## src/rtl/shift_pkg.sv

```systemverilog
// ---------------------------------------------------------------------------
// shift_pkg
// Shared definitions for the shift_arbiter block.
//   WIDTH_DEFAULT : default word length serialised per transfer
//   state_t       : controller states (IDLE -> SHIFT -> DONE -> IDLE)
// ---------------------------------------------------------------------------
package shift_pkg;

  localparam int WIDTH_DEFAULT = 4;

  typedef enum logic [1:0] {
    IDLE  = 2'd0,
    SHIFT = 2'd1,
    DONE  = 2'd2
  } state_t;

endpackage

```

## src/rtl/piso_core.sv

```systemverilog
// ---------------------------------------------------------------------------
// piso_core
// Parallel-in / serial-out shift register, shifting right with zero fill.
// Ports:
//   clk      : rising-edge clock
//   reset    : asynchronous, active-low reset (clears the register)
//   load     : capture din into the register
//   shift_en : shift the register right by one bit
//   din      : parallel word to load
//   bit0     : current bit 0 of the register (next serial bit, LSB first)
// ---------------------------------------------------------------------------
module piso_core
  import shift_pkg::*;
#(
  parameter int WIDTH = WIDTH_DEFAULT
) (
  input  logic             clk,
  input  logic             reset,
  input  logic             load,
  input  logic             shift_en,
  input  logic [WIDTH-1:0] din,
  output logic             bit0
);

  logic [WIDTH-1:0] sreg;

  // Load has priority; the controller never asserts both in the same cycle.
  always_ff @(posedge clk or negedge reset) begin
    if (!reset) begin
      sreg <= '0;
    end else if (load) begin
      sreg <= din;
    end else if (shift_en) begin
      sreg <= {1'b0, sreg[WIDTH-1:1]};
    end
  end

  assign bit0 = sreg[0];

endmodule

```

## src/rtl/shift_arbiter.sv

```systemverilog
// ---------------------------------------------------------------------------
// shift_arbiter
// Two-requester round-robin arbiter that serialises the winner's word,
// LSB first, over WIDTH consecutive valid cycles, then pulses done.
// Ports:
//   clk        : rising-edge clock
//   reset      : asynchronous, active-low reset
//   req_a/b    : level requests, held until the matching grant
//   data_a/b   : parallel words, captured on the grant edge
//   gnt_a/b    : one-cycle grant pulses
//   serialout  : serial data bit (0 outside shift output cycles)
//   sout_valid : serialout carries a data bit this cycle
//   owner      : 0 = current/last transfer is A's, 1 = B's
//   done       : one-cycle pulse after the last bit
//   busy       : high whenever the controller is not in IDLE
// All outputs are registered.
// ---------------------------------------------------------------------------
module shift_arbiter
  import shift_pkg::*;
#(
  parameter int WIDTH = WIDTH_DEFAULT
) (
  input  logic             clk,
  input  logic             reset,
  input  logic             req_a,
  input  logic [WIDTH-1:0] data_a,
  input  logic             req_b,
  input  logic [WIDTH-1:0] data_b,
  output logic             gnt_a,
  output logic             gnt_b,
  output logic             serialout,
  output logic             sout_valid,
  output logic             owner,
  output logic             done,
  output logic             busy
);

  localparam int CW = $clog2(WIDTH);

  state_t          state;
  state_t          next_state;
  logic [CW-1:0]   cnt;
  logic [CW-1:0]   cnt_d;
  logic            pref_b;
  logic            pref_b_d;

  logic            gnt_a_d;
  logic            gnt_b_d;
  logic            serial_d;
  logic            valid_d;
  logic            owner_d;
  logic            done_d;
  logic            busy_d;

  logic            grant_b;
  logic            load;
  logic            shift_en;
  logic [WIDTH-1:0] load_data;
  logic            piso_bit;

  piso_core #(
    .WIDTH (WIDTH)
  ) u_piso (
    .clk      (clk),
    .reset    (reset),
    .load     (load),
    .shift_en (shift_en),
    .din      (load_data),
    .bit0     (piso_bit)
  );

  // State and every output are registered here; all decisions live in the
  // combinational block below.
  always_ff @(posedge clk or negedge reset) begin
    if (!reset) begin
      state      <= IDLE;
      cnt        <= '0;
      pref_b     <= 1'b0;
      gnt_a      <= 1'b0;
      gnt_b      <= 1'b0;
      serialout  <= 1'b0;
      sout_valid <= 1'b0;
      owner      <= 1'b0;
      done       <= 1'b0;
      busy       <= 1'b0;
    end else begin
      state      <= next_state;
      cnt        <= cnt_d;
      pref_b     <= pref_b_d;
      gnt_a      <= gnt_a_d;
      gnt_b      <= gnt_b_d;
      serialout  <= serial_d;
      sout_valid <= valid_d;
      owner      <= owner_d;
      done       <= done_d;
      busy       <= busy_d;
    end
  end

  // Next-state and next-output logic. Pulses (gnt, done) and the serial
  // outputs default to 0 so they only rise in the state that owns them.
  // pref_b remembers who should win the next tie: it points away from the
  // requester granted last, and resets to favour A.
  always_comb begin
    next_state = state;
    cnt_d      = cnt;
    pref_b_d   = pref_b;
    gnt_a_d    = 1'b0;
    gnt_b_d    = 1'b0;
    serial_d   = 1'b0;
    valid_d    = 1'b0;
    owner_d    = owner;
    done_d     = 1'b0;
    grant_b    = 1'b0;
    load       = 1'b0;
    shift_en   = 1'b0;
    load_data  = data_a;

    case (state)
      IDLE: begin
        if (req_a || req_b) begin
          grant_b    = req_b && (!req_a || pref_b);
          load       = 1'b1;
          load_data  = grant_b ? data_b : data_a;
          gnt_a_d    = !grant_b;
          gnt_b_d    = grant_b;
          owner_d    = grant_b;
          pref_b_d   = !grant_b;
          cnt_d      = '0;
          next_state = SHIFT;
        end
      end

      SHIFT: begin
        serial_d = piso_bit;
        valid_d  = 1'b1;
        shift_en = 1'b1;
        cnt_d    = cnt + CW'(1);
        if (cnt == CW'(WIDTH - 1)) begin
          next_state = DONE;
        end
      end

      DONE: begin
        done_d     = 1'b1;
        next_state = IDLE;
      end

      default: begin
        next_state = IDLE;
      end
    endcase

    busy_d = (next_state != IDLE);
  end

endmodule

```

## config.mk

```make
export PLATFORM = sky130hd
export DESIGN_NAME = shift_arbiter
export DESIGN_NICKNAME = d
export VERILOG_FILES = /design/src/rtl/shift_pkg.sv /design/src/rtl/piso_core.sv /design/src/rtl/shift_arbiter.sv
export SDC_FILE = /design/constraint.sdc
export NUM_CORES = 1
export LEC_CHECK = 0
export CORE_MARGIN = 2
export CORE_UTILIZATION = 48
export CTS_CLUSTER_DIAMETER = 80
export DETAILED_ROUTE_END_ITERATION = 8
export PLACE_DENSITY = 0.81
export SYNTH_ARGS = -nofsm -noshare
export SYNTH_HDL_FRONTEND = slang
export SYNTH_SLANG_ARGS = --single-unit
```

## constraint.sdc

```tcl
create_clock -name clk -period 2.8 [get_ports clk]
set_input_delay 0.56 -clock clk [delete_from_list [all_inputs] [get_ports clk]]
set_output_delay 0.56 -clock clk [all_outputs]
set_load 0.01 [all_outputs]
```

## Word level (Yosys, flattened, before mapping)

Index checks and enable logic that the tools add are counted.

- Add/sub/neg operators: 1
- Multipliers: 0
- Div/mod/pow operators: 0
- Order comparisons: 0
- Equal/unequal tests: 4
- Shift-type cells: 0
- Multiplexer cells: 19
- Bitwise logic cells: 0
- Reduce and logical (&&, ||, !) cells: 11

Operator list:

| operator | count |
|---|---|
| two-way mux 4 bit | 5 |
| two-way mux 1 bit | 9 |
| one-hot mux 2 bit (2 select lines) | 2 |
| two-way mux 2 bit | 3 |
| nonzero test 2 bit | 3 |
| equality test 2 bit, second input constant | 2 |
| AND reduction 2 bit | 2 |
| adder 2 x 1 -> 2 bit, second input constant | 1 |
| equality test 2 x 1 -> 1 bit, second input constant | 1 |
| zero test 1 bit | 2 |
| zero test 2 bit | 1 |
| logical OR 1 bit | 2 |
| inequality test 2 bit, second input constant | 1 |
| logical AND 1 bit | 1 |

- Register bits after elaboration: 16
- Latch bits: 0
- Bits in writable memories: 0
- Memory bits (read-only): 0
- Bits of input ports: 12
- Logic and storage cells: 46
- Memories kept: 0

## Longest topological paths before layout

Gate-level depths: netlist of the first run.

- Depth after elaboration: 7
- Depth in mapped cells: 6
- Depth with buffers taken out: 5

## Hierarchy

A second synthesis of the first run with hierarchy kept.

- Cells, all modules: 57
- Area, all modules: 663.1 um2

By module, submodules not included:

| module | times used | cells an instance | area an instance (um2) | sequential area each (um2) |
|---|---|---|---|---|
| shift_arbiter | 1 | 41 | 491.7 | 300.3 |
| piso_core | 1 | 16 | 171.4 | 100.1 |

## Worst setup path before layout of the first run

No wires, ideal clock.

- Path kind: input -> register
- From: input req_a
- To: register u_piso.sreg[0]
- Setup time: 0.077 ns
- Arrival: 1.368 ns
- Setup slack: 1.354 ns
- Stages on the path: 4
- Buffers on the path: 0
- Cell sequence: a21boi_2 a21oi_1 or4_1 a21oi_1

- Longest elaborated chain between the ends: 7
- Elaborated cells on any way between the ends: 11
- Classes of those cells: mux (6); reduce/logical (5)

Ends and longest elaborated chain:

| what | RTL line | source |
|---|---|---|
| from (decl) | shift_arbiter.sv:25 | `input logic req_a,` |
| zero test 1 bit | shift_arbiter.sv:122 | `grant_b = req_b && (!req_a \|\| pref_b);` |
| logical OR 1 bit | shift_arbiter.sv:122 |  |
| logical AND 1 bit | shift_arbiter.sv:122 |  |
| two-way mux 4 bit | shift_arbiter.sv:124 | `load_data = grant_b ? data_b : data_a;` |
| two-way mux 4 bit | shift_arbiter.sv:121 | `if (req_a \|\| req_b) begin` |
| two-way mux 4 bit | shift_arbiter.sv:119 | `case (state)` |
| two-way mux 4 bit | piso_core.sv:31 | `end else if (load) begin` |
| to (signal assigned) | piso_core.sv:32 | `sreg <= din;` |
| to (signal assigned) | piso_core.sv:34 | `sreg <= {1'b0, sreg[WIDTH-1:1]};` |
| to (decl) | piso_core.sv:25 | `logic [WIDTH-1:0] sreg;` |

Several ways; a longest one is shown, not always the timed one.
A chain may end at the register's enable or synchronous reset.

## Worst setup path in the final report of the first run

- From: input req_b
- To: register u_piso.sreg[1]

- Longest elaborated chain between the ends: 5
- Elaborated cells on any way between the ends: 9
- Classes of those cells: mux (6); reduce/logical (3)

Ends and longest elaborated chain:

| what | RTL line | source |
|---|---|---|
| from (decl) | shift_arbiter.sv:27 | `input logic req_b,` |
| logical AND 1 bit | shift_arbiter.sv:122 |  |
| two-way mux 4 bit | shift_arbiter.sv:124 |  |
| two-way mux 4 bit | shift_arbiter.sv:121 |  |
| two-way mux 4 bit | shift_arbiter.sv:119 |  |
| two-way mux 4 bit | piso_core.sv:31 |  |

Several ways; a longest one is shown, not always the timed one.

==> results of run 1 <==
## cell usage after synthesis
cell,number
a21boi_2,1
a21oi_1,18
a22o_1,2
a31oi_1,1
and2_1,3
and3_1,1
buf_4,1
clkbuf_1,2
dfrtp_1,16
ha_1,1
inv_1,1
nor2_1,7
nor2b_1,2
nor3_1,1
or2_1,1
or2b_1,1
or4_1,3
## where the power goes
part	leakage (uW)	internal, uW	switching, uW
clock network	0.0000210	79.1	68.7
logic	0.000166	166	152
registers	0.000196	326	64.7
## final cells by class
class                           instances  area [um^2]
Clock buffer                            4        36.28
Inverter                                1        3.754
Tap cell                               15        18.77
Sequential cell                        16        400.4
Fill cell                             108        419.2
Timing Repair Buffer                   18        180.2
Multi-Input combinational cell         42        242.7
## sequential cells by signal, indices dropped and copies added, names as in the netlist
name and cells:
busy 1, cnt 2, done 1, gnt_a 1
gnt_b 1, owner 1, pref_b 1, serialout 1
sout_valid 1, state 2, u_piso.sreg 4
## worst paths after layout
path	start	slack [ns]	endpoint
min reg2reg	cnt[0]$_DFFE_PN0P_	0.48	cnt[0]$_DFFE_PN0P_
max in group asynchronous	reset	1.70	gnt_a$_DFF_PN0_
min in group asynchronous	reset	0.67	pref_b$_DFFE_PN0P_
max	req_b	0.84	u_piso.sreg[1]$_DFFE_PN0P_
max reg2reg	pref_b$_DFFE_PN0P_	1.39	u_piso.sreg[1]$_DFFE_PN0P_
min	cnt[0]$_DFFE_PN0P_	0.48	cnt[0]$_DFFE_PN0P_
## per-stage QoR
stage | hold WS (ns) | std cells | total power (uW) | utilization | setup WS (ns)
2_1_floorplan | 0.2644 | 62 | 579.2 | - | 1.354
3_3_place_gp | 0.4648 | 92 | 702.6 | 0.6500 | 0.5951
3_5_place_dp | 0.4699 | 92 | 712.2 | 0.6500 | 0.5546
4_1_cts | 0.4847 | 96 | 864.0 | 0.6779 | 0.8524
5_1_grt | 0.5340 | 96 | 926.6 | 0.6779 | 0.6938
6_report | 0.4806 | 96 | 856.2 | 0.6779 | 0.8391
## layout by cell type, fill, tap and decap left out
cell type / n
or4_1: 3
clkbuf_4: 3
a22o_1: 2
clkdlybuf4s50_1: 18
and2_1: 3
nor2b_1: 2
a21boi_2: 1
or2_1: 1
or2b_1: 1
nor3_1: 1
a31oi_1: 1
a21oi_1: 18
inv_1: 1
clkbuf_8: 1
nor2_1: 7
dfrtp_1: 16
and3_1: 1
ha_1: 1
## worst register-to-register path, stage by stage, from the launching register on
cell	delay, ns
dfrtp_1	0.42
a21boi_2	0.23
a21oi_1	0.06
or4_1	0.49
a21oi_1	0.14
## layer usage
metal  share of wire  vias up  GRT usage  wire, um
li1                -      261          -         -
met1            0.41      245     0.2423       511
met2            0.51       27     0.2930       629
met3           0.070        2    0.08152        86
met4          0.0041        0    0.04839         5
met5               0        -          0         0
## logic make-up after synthesis
logic type | Yosys count | synth area share
compound gates | 22 | 0.1891
fa+ha+maj | 1 | 0.01890
buf+inv | 4 | 0.02836
flops | 16 | 0.6049
simple gates | 19 | 0.1588
==> flow_metrics.tcl, run 1 <==
set metrics [dict create \
    cp.buffers_inverters 1 \
    dpl_cell_area_um2 845.8 \
    slew_viol_final 0 \
    ys_top_cells_by_area "dfrtp_1 (60%), a21oi_1 (14%), nor2_1 (4.0%)" \
    setup_tns_ns 0 \
    drc 0 \
    setup.worst_path.start_class "primary input" \
    peakVddDrop_v 0.0005475 \
    hold_buffers 0 \
    syn_area_um2 661.9 \
    avgViaCountPerCell 5.573 \
    fin_crit_ns 1.961 \
    end_kind "flop" \
    crit_family "buffers and inverters" \
    gp_congestion 0.8112 \
    cp.depth 5 \
    cts.sinks 16 \
    initialDrtViolationCount 11 \
    antenna_cells 0 \
    cts-resized-gates 0 \
    clk_pin_slew_worst_paths_ns 0.09 \
    syn_nets 75 \
    dieArea_um2 1692 \
    slowest_stage "clkdlybuf4s50_1" \
    final_hold_viol_count 0 \
    clock.fmax_ghz 0.5100 \
    antenna_found_initial 0 \
    h-tree-depth 1 \
    routed_wl_um 1232 \
    ys_ff_latch 16 \
    path_common_cell "a21oi_1" \
    area_growth_pct 33.27 \
    design_area_um2 882.1 \
    reg2reg_depth 4 \
    p_leak_uw 0.0003828 \
    nNetsFinal 95 \
    cts_setup_buffers 0 \
    place_hpwl_um 927.1 \
    p_per_area_nw_per_um2 970.6 \
    grt_max_degree 17 \
    netlist_instances 62 \
    crit_type "primary input to flop" \
    ant_nets 0 \
    maxSlewHeadroom 0.5579 \
    worst_ep_required_time_ns 3.01 \
    clock_latency_ns 0.28 \
    skew_ns 0.003237 \
    path_cells "clkdlybuf4s50_1 > a21boi_2 > a21oi_1 > or4_1 > a21oi_1" \
    cts_root_buffer "clkbuf_4" \
    slowest_delay_ns 0.62 \
    grt_pass1_vias 467 \
    setup_viol 0 \
    die_h_um 41.14 \
    synth_area_per_cell_um2 10.68 \
    vias 535 \
    yosys_warnings 0 \
    die_x_um 41.14 \
    worstHoldPathType "flop to flop" \
    status "finished clean" \
    coreArea_um2 1301 \
    clk_path_buf_depth 2 \
    portBuffers 18 \
    critPathArrivalTime_ns 2.17 \
    cts_tree "done" \
    rsz0062_at_grt "false" \
    track_usage 0.1896 \
    wl_per_cell_um 12.83 \
    drive_gt1_frac 0.06173 \
    initial_core_util 0.5087 \
    numCtsBuffers 3 \
    grt_pass1_wl_um 1994 \
    worst_pin_slew_ns 0.6610 \
    num_rows 13 \
    synth.top_cell.area_share 0.6049 \
    synth-seq-area-share 0.6049 \
    worstHoldPathCells 1 \
    maxCapViolCount 0 \
    post-synth-top-area-cell "dfrtp_1" \
    io_pins 19 \
    overflow 0 \
    fin_crit_sh 0.7003 \
    synth_cell_types 17 \
    drt-pass1-iter-count 4 \
    cp_max_fo 13 \
]
Note: power is estimated with default switching activity, not from simulation.
==> run 2: changes to the inputs <==
--- a/config.mk
+++ b/config.mk
@@ -6,10 +6,10 @@
 export NUM_CORES = 1
 export LEC_CHECK = 0
 export CORE_MARGIN = 2
-export CORE_UTILIZATION = 48
+export CORE_UTILIZATION = 44
 export CTS_CLUSTER_DIAMETER = 80
 export DETAILED_ROUTE_END_ITERATION = 8
-export PLACE_DENSITY = 0.81
+export PLACE_DENSITY = 0.75
 export SYNTH_ARGS = -nofsm -noshare
 export SYNTH_HDL_FRONTEND = slang
 export SYNTH_SLANG_ARGS = --single-unit
==> constraint.sdc (replaced) <==
create_clock -name clk -period 2 [get_ports clk]
set_input_delay 0.4 -clock clk [delete_from_list [all_inputs] [get_ports clk]]
set_output_delay 0.4 -clock clk [all_outputs]
set_load 0.01 [all_outputs]
==> run 2 against run 1 <==
  * Utilization shrank 1.3 points
  * Sequential cell count is the same
  * Sequential share of layout area shrank 0.76 points
  * Combinational power grew 40%
  * Die area grew 8.2%
==> flow_metrics.tcl, run 2 (synthesis gave the netlist of run 1 again) <==
set metrics [dict create \
    num_rows 13 \
    dieArea_um2 1831 \
    p_leak_uw 0.0003924 \
    setup_ws_ns 0.3532 \
    top_register "u_piso.sreg" \
    cts_root_buffer "clkbuf_4" \
    fin_crit_sh 0.8234 \
    io_pins 19 \
    nFillCells 107 \
    clk_path_buf_depth 2 \
    grt_pass1_wl_um 2152 \
    critPathArrivalTime_ns 1.86 \
    power.switching_uw 391.3 \
    switching_share 0.3279 \
    die_x_um 42.79 \
    power_frac_clock 0.170 \
    pwr-share-seq 0.458 \
    regArea_um2 400.4 \
    clk_pin_slew_worst_paths_ns 0.08 \
    drc 0 \
    layout_common_cells "a21oi_1 (18), clkdlybuf4s50_1 (18), dfrtp_1 (16)" \
    setup_tns_ns 0 \
    design_area_um2 897.1 \
    cts.sinks 16 \
    pwr-share-comb 0.372 \
    worst_ep_required_time_ns 2.21 \
    antenna_found_initial 0 \
    worstHoldPathType "primary input to async pin" \
    clock.fmax_ghz 0.6073 \
    rsz0062_at_grt "false" \
    cts_setup_buffers 0 \
    path_cells "clkdlybuf4s50_1 > a21boi_2 > a21oi_1 > or4_1 > a21oi_1" \
    worst_pin_slew_ns 0.3737 \
    crit_family "buffers and inverters" \
    peakVddDrop_v 0.0008586 \
    gp_congestion 0.7987 \
    crit_type "primary input to flop" \
    drive_gt1_frac 0.08434 \
    path_common_cell "a21oi_1" \
    hold_buffers 0 \
    maxCapViolCount 0 \
    grt_max_degree 17 \
    power_uw 1193 \
    nNetsFinal 97 \
    place_ws_ns 0.05972 \
    portBuffers 18 \
    overflow 0 \
    drt-pass1-iter-count 4 \
    track_usage 0.1576 \
    coreArea_um2 1350 \
    maxSlewHeadroom 0.7500 \
    ant_nets 0 \
    h-tree-depth 1 \
    cts-resized-gates 0 \
    initial_core_util 0.4903 \
    final_hold_viol_count 0 \
    antenna_cells 0 \
    slew_viol_final 0 \
    initialDrtViolationCount 9 \
    grt_pass1_vias 520 \
    cp_max_fo 5 \
    cts_tree "done" \
    multiInputGateArea_um2 242.7 \
    status "finished clean" \
    final_util 0.6645 \
    reg_top3 "u_piso.sreg x4, cnt x2, state x2" \
    largest_register_ffs 4 \
    intPower_uw 802.1 \
    slowest_delay_ns 0.52 \
    fin_crit_ns 1.647 \
    end_kind "flop" \
    slowest_stage "clkdlybuf4s50_1" \
    skew_ns 0.003019 \
    vias 522 \
    routed_wl_um 1179 \
    place_hpwl_um 900.6 \
    die_h_um 42.79 \
    clock_latency_ns 0.28 \
    area_growth_pct 35.54 \
    cp.buffers_inverters 1 \
    p_per_area_nw_per_um2 1330 \
    dpl_cell_area_um2 860.8 \
    wl_per_cell_um 12.03 \
    avgViaCountPerCell 5.327 \
    setup_viol 0 \
    setup.worst_path.start_class "primary input" \
    numCtsBuffers 3 \
]
run 2: changes by cell type in the layout (fill, tap and decap cells not counted), sizes merged:
cell,change
buf,+2
run 2: final cells by class:
class	instances	area share
flip-flops and latches	16	0.4463
multi-input cells	42	0.2706
well taps	15	0.02092
repair buffers	20	0.2176
clock buffers	4	0.04045
inverters	1	0.004184
run 2: worst paths after layout:
check                                    from                         end  slack (ns)  cells past startpoint
max                                     req_a  u_piso.sreg[0]$_DFFE_PN0P_        0.35                      5
min                                     reset           owner$_DFFE_PN0P_        0.43                      2
max reg2reg                pref_b$_DFFE_PN0P_  u_piso.sreg[0]$_DFFE_PN0P_        0.59                      4
min reg2reg                cnt[0]$_DFFE_PN0P_          cnt[0]$_DFFE_PN0P_        0.48                      1
max in group asynchronous               reset          pref_b$_DFFE_PN0P_        1.40                      2
min in group clk           cnt[0]$_DFFE_PN0P_          cnt[0]$_DFFE_PN0P_        0.48                      1
run 2: stage by stage:
stage,cells,hold WS [ns]
detailed placement,94,0.4665
global placement,94,0.4620
CTS,98,0.4270
floorplan,62,0.1044
finish,98,0.4258
global route,98,0.4531
run 2: per-layer routing:
metal | up-vias | GRT usage | routed length (um)
li1 | 262 | - | -
met1 | 246 | 0.1929 | 552
met2 | 14 | 0.2515 | 548
met3 | 0 | 0.08085 | 78
met4 | 0 | 0.02500 | 0
met5 | - | 0 | 0
run 2: power by group through the flow:
stage	clock network, uW	logic (uW)	registers (uW)
3_3_place_gp	0	439	548
3_5_place_dp	0	448	551
6_report	203	444	547
2_1_floorplan	0	263	548
4_1_cts	214	450	545
5_1_grt	233	493	565
==> run 3: changes to the inputs <==
--- a/config.mk
+++ b/config.mk
@@ -6,10 +6,10 @@
 export NUM_CORES = 1
 export LEC_CHECK = 0
 export CORE_MARGIN = 2
-export CORE_UTILIZATION = 44
+export CORE_UTILIZATION = 40
 export CTS_CLUSTER_DIAMETER = 80
 export DETAILED_ROUTE_END_ITERATION = 8
-export PLACE_DENSITY = 0.75
+export PLACE_DENSITY = 0.72
 export SYNTH_ARGS = -nofsm -noshare
 export SYNTH_HDL_FRONTEND = slang
 export SYNTH_SLANG_ARGS = --single-unit
==> constraint.sdc (replaced) <==
create_clock -name clk -period 1.3 [get_ports clk]
set_input_delay 0.26 -clock clk [delete_from_list [all_inputs] [get_ports clk]]
set_output_delay 0.26 -clock clk [all_outputs]
set_load 0.01 [all_outputs]
==> run 3 against run 2 <==
  * The run now ends with setup timing left
  * Register-to-register slack got worse by 0.65 ns
  * Sequential power increased by 54%
  * Sequential cell count unchanged
  * Via count increased by 5.9%
  * Worst hold slack got worse by 0.14 ns
  * Utilization decreased by 4.5 points
  * Clock skew increased by 0.00057 ns
  * Clock-buffer cell count decreased by 1
  * Global-route usage increased by 0.42 points
  * Cell count increased by 6.1%
  * Critical endpoint is now u_piso.sreg[2]$_DFFE_PN0P_
  * Largest cell class unchanged
  * Largest power group unchanged
==> flow_metrics.tcl, run 3 (synthesis gave the netlist of run 1 again) <==
set metrics [dict create \
    status "finished, violations left" \
    violations "setup timing" \
    reg_top3 "u_piso.sreg x4, cnt x2, state x2" \
    power.switching_uw 642.7 \
    intPower_uw 1205 \
    portBuffers 18 \
    coreArea_um2 1524 \
    worst_ep_required_time_ns 1.51 \
    pwr-share-comb 0.413 \
    grt_pass1_vias 513 \
    grt_max_degree 17 \
    p_leak_uw 0.0004398 \
    antenna_found_initial 0 \
    final_cells 104 \
    nFillCells 140 \
    overflow 0 \
    io_pins 19 \
    h-tree-depth 1 \
    dieArea_um2 1996 \
    pwr-share-seq 0.456 \
    place_ws_ns -0.4713 \
    peakVddDrop_v 0.001024 \
    initial_core_util 0.4343 \
    skew_ns 0.003592 \
    clock.fmax_ghz 0.7369 \
    die_h_um 44.68 \
    worst_pin_slew_ns 0.4053 \
    cts.sinks 16 \
    place_inst 100 \
    final_common_cell "dfrtp_1" \
    regArea_um2 400.4 \
    area_growth_pct 42.53 \
    drive_gt1_frac 0.1932 \
    fin_crit_sh 1.044 \
    maxSlewHeadroom 0.7288 \
    hold_ws_ns 0.2889 \
    multiInputGateArea_um2 264.0 \
    cts_tree "done" \
    setup_viol 3 \
    setup_tns_ns -0.1151 \
    switching_share 0.3478 \
    gp_congestion 0.7731 \
    p_per_area_nw_per_um2 1959 \
    initialDrtViolationCount 2 \
    clock_latency_ns 0.28 \
    power_uw 1848 \
    routed_wl_um 1347 \
    fin_crit_ns 1.357 \
    avgViaCountPerCell 5.317 \
    die_x_um 44.68 \
    end_kind "flop" \
    slew_viol_final 0 \
    maxCapViolCount 0 \
    drc 0 \
    worstHoldPathType "primary input to async pin" \
    num_rows 14 \
    rsz0062_at_grt "true" \
    critPathArrivalTime_ns 1.57 \
    setup_ws_ns -0.05702 \
    setup.worst_path.start_class "flop" \
    antenna_cells 0 \
    clk_pin_slew_worst_paths_ns 0.08 \
    layout_common_cells "dfrtp_1 (16), a21oi_1 (15), clkdlybuf4s50_1 (9), dlygate4sd2_1 (9)" \
    power_frac_clock 0.131 \
    largest_register_ffs 4 \
    crit_type "flop to flop" \
    grt_pass1_wl_um 2208 \
    vias 553 \
    ant_nets 0 \
    place_hpwl_um 1047 \
    cp_max_fo 4 \
    track_usage 0.1618 \
    cts_root_buffer "clkbuf_4" \
    wl_per_cell_um 12.95 \
    top_register "u_piso.sreg" \
    clk_path_buf_depth 2 \
    drt-pass1-iter-count 2 \
    nNetsFinal 103 \
    numCtsBuffers 3 \
    final_hold_viol_count 0 \
]
[run 3: cell count changes in the layout (fill, tap and decap cells not counted), moves of 3 or more]
cell,delta
a21oi_1,-3
clkdlybuf4s50_1,-9
buf_4,+5
dlygate4sd2_1,+9
a21oi_2,+3
[run 3: final cells by class]
cell class | count | share of cell area
inverters | 1 | 0.003979
repair buffers | 26 | 0.2467
multi-input cells | 42 | 0.2798
well taps | 16 | 0.02122
flip-flops and latches | 16 | 0.4244
clock buffers | 3 | 0.02387
[run 3: worst paths after layout]
check	from	end	slack [ns]	depth (start not counted)
max	pref_b$_DFFE_PN0P_	u_piso.sreg[2]$_DFFE_PN0P_	-0.06	4
min	reset	pref_b$_DFFE_PN0P_	0.29	2
max reg2reg	pref_b$_DFFE_PN0P_	u_piso.sreg[2]$_DFFE_PN0P_	-0.06	4
min reg2reg	cnt[0]$_DFFE_PN0P_	cnt[0]$_DFFE_PN0P_	0.48	1
max in group asynchronous	reset	gnt_a$_DFF_PN0_	0.83	2
min in group clk	cnt[0]$_DFFE_PN0P_	cnt[0]$_DFFE_PN0P_	0.48	1
[run 3: repair_timing]
action / in CTS / in global routing
setup buffers: 1 / 0
hold buffers: 0 / 0
endpoints found under the setup margin: 14 / 4
gates resized for setup: 14 / 2
pin swaps: 2 / 0
[run 3: power by group through the flow]
stage,Combinational (uW),Clock (uW),Sequential [uW]
2_1_floorplan,405,0,843
3_3_place_gp,743,0,839
3_5_place_dp,766,0,852
4_1_cts,756,259,844
5_1_grt,853,271,863
6_report,763,242,843
[run 3: per-stage QoR]
step	area, um^2	util
after floorplan	661.9	-
after global placement	899.6	0.5903
after detailed placement	899.6	0.5903
after CTS	935.9	0.6141
after global routing	943.4	0.6190
final	943.4	0.6190
[run 3: critical path, cell delays in order, from the launching register on]
cell	delay, ns
dfrtp_1	0.42
a21boi_4	0.18
a21oi_1	0.05
or4_1	0.49
a21oi_2	0.15
[run 3: metal layers]
metal,global-route usage,part of all wire,vias to the layer above
met3,0.04898,0.037,4
li1,-,-,275
met1,0.1927,0.45,264
met4,0.09091,0.027,0
met5,0,0,-
met2,0.2580,0.49,10
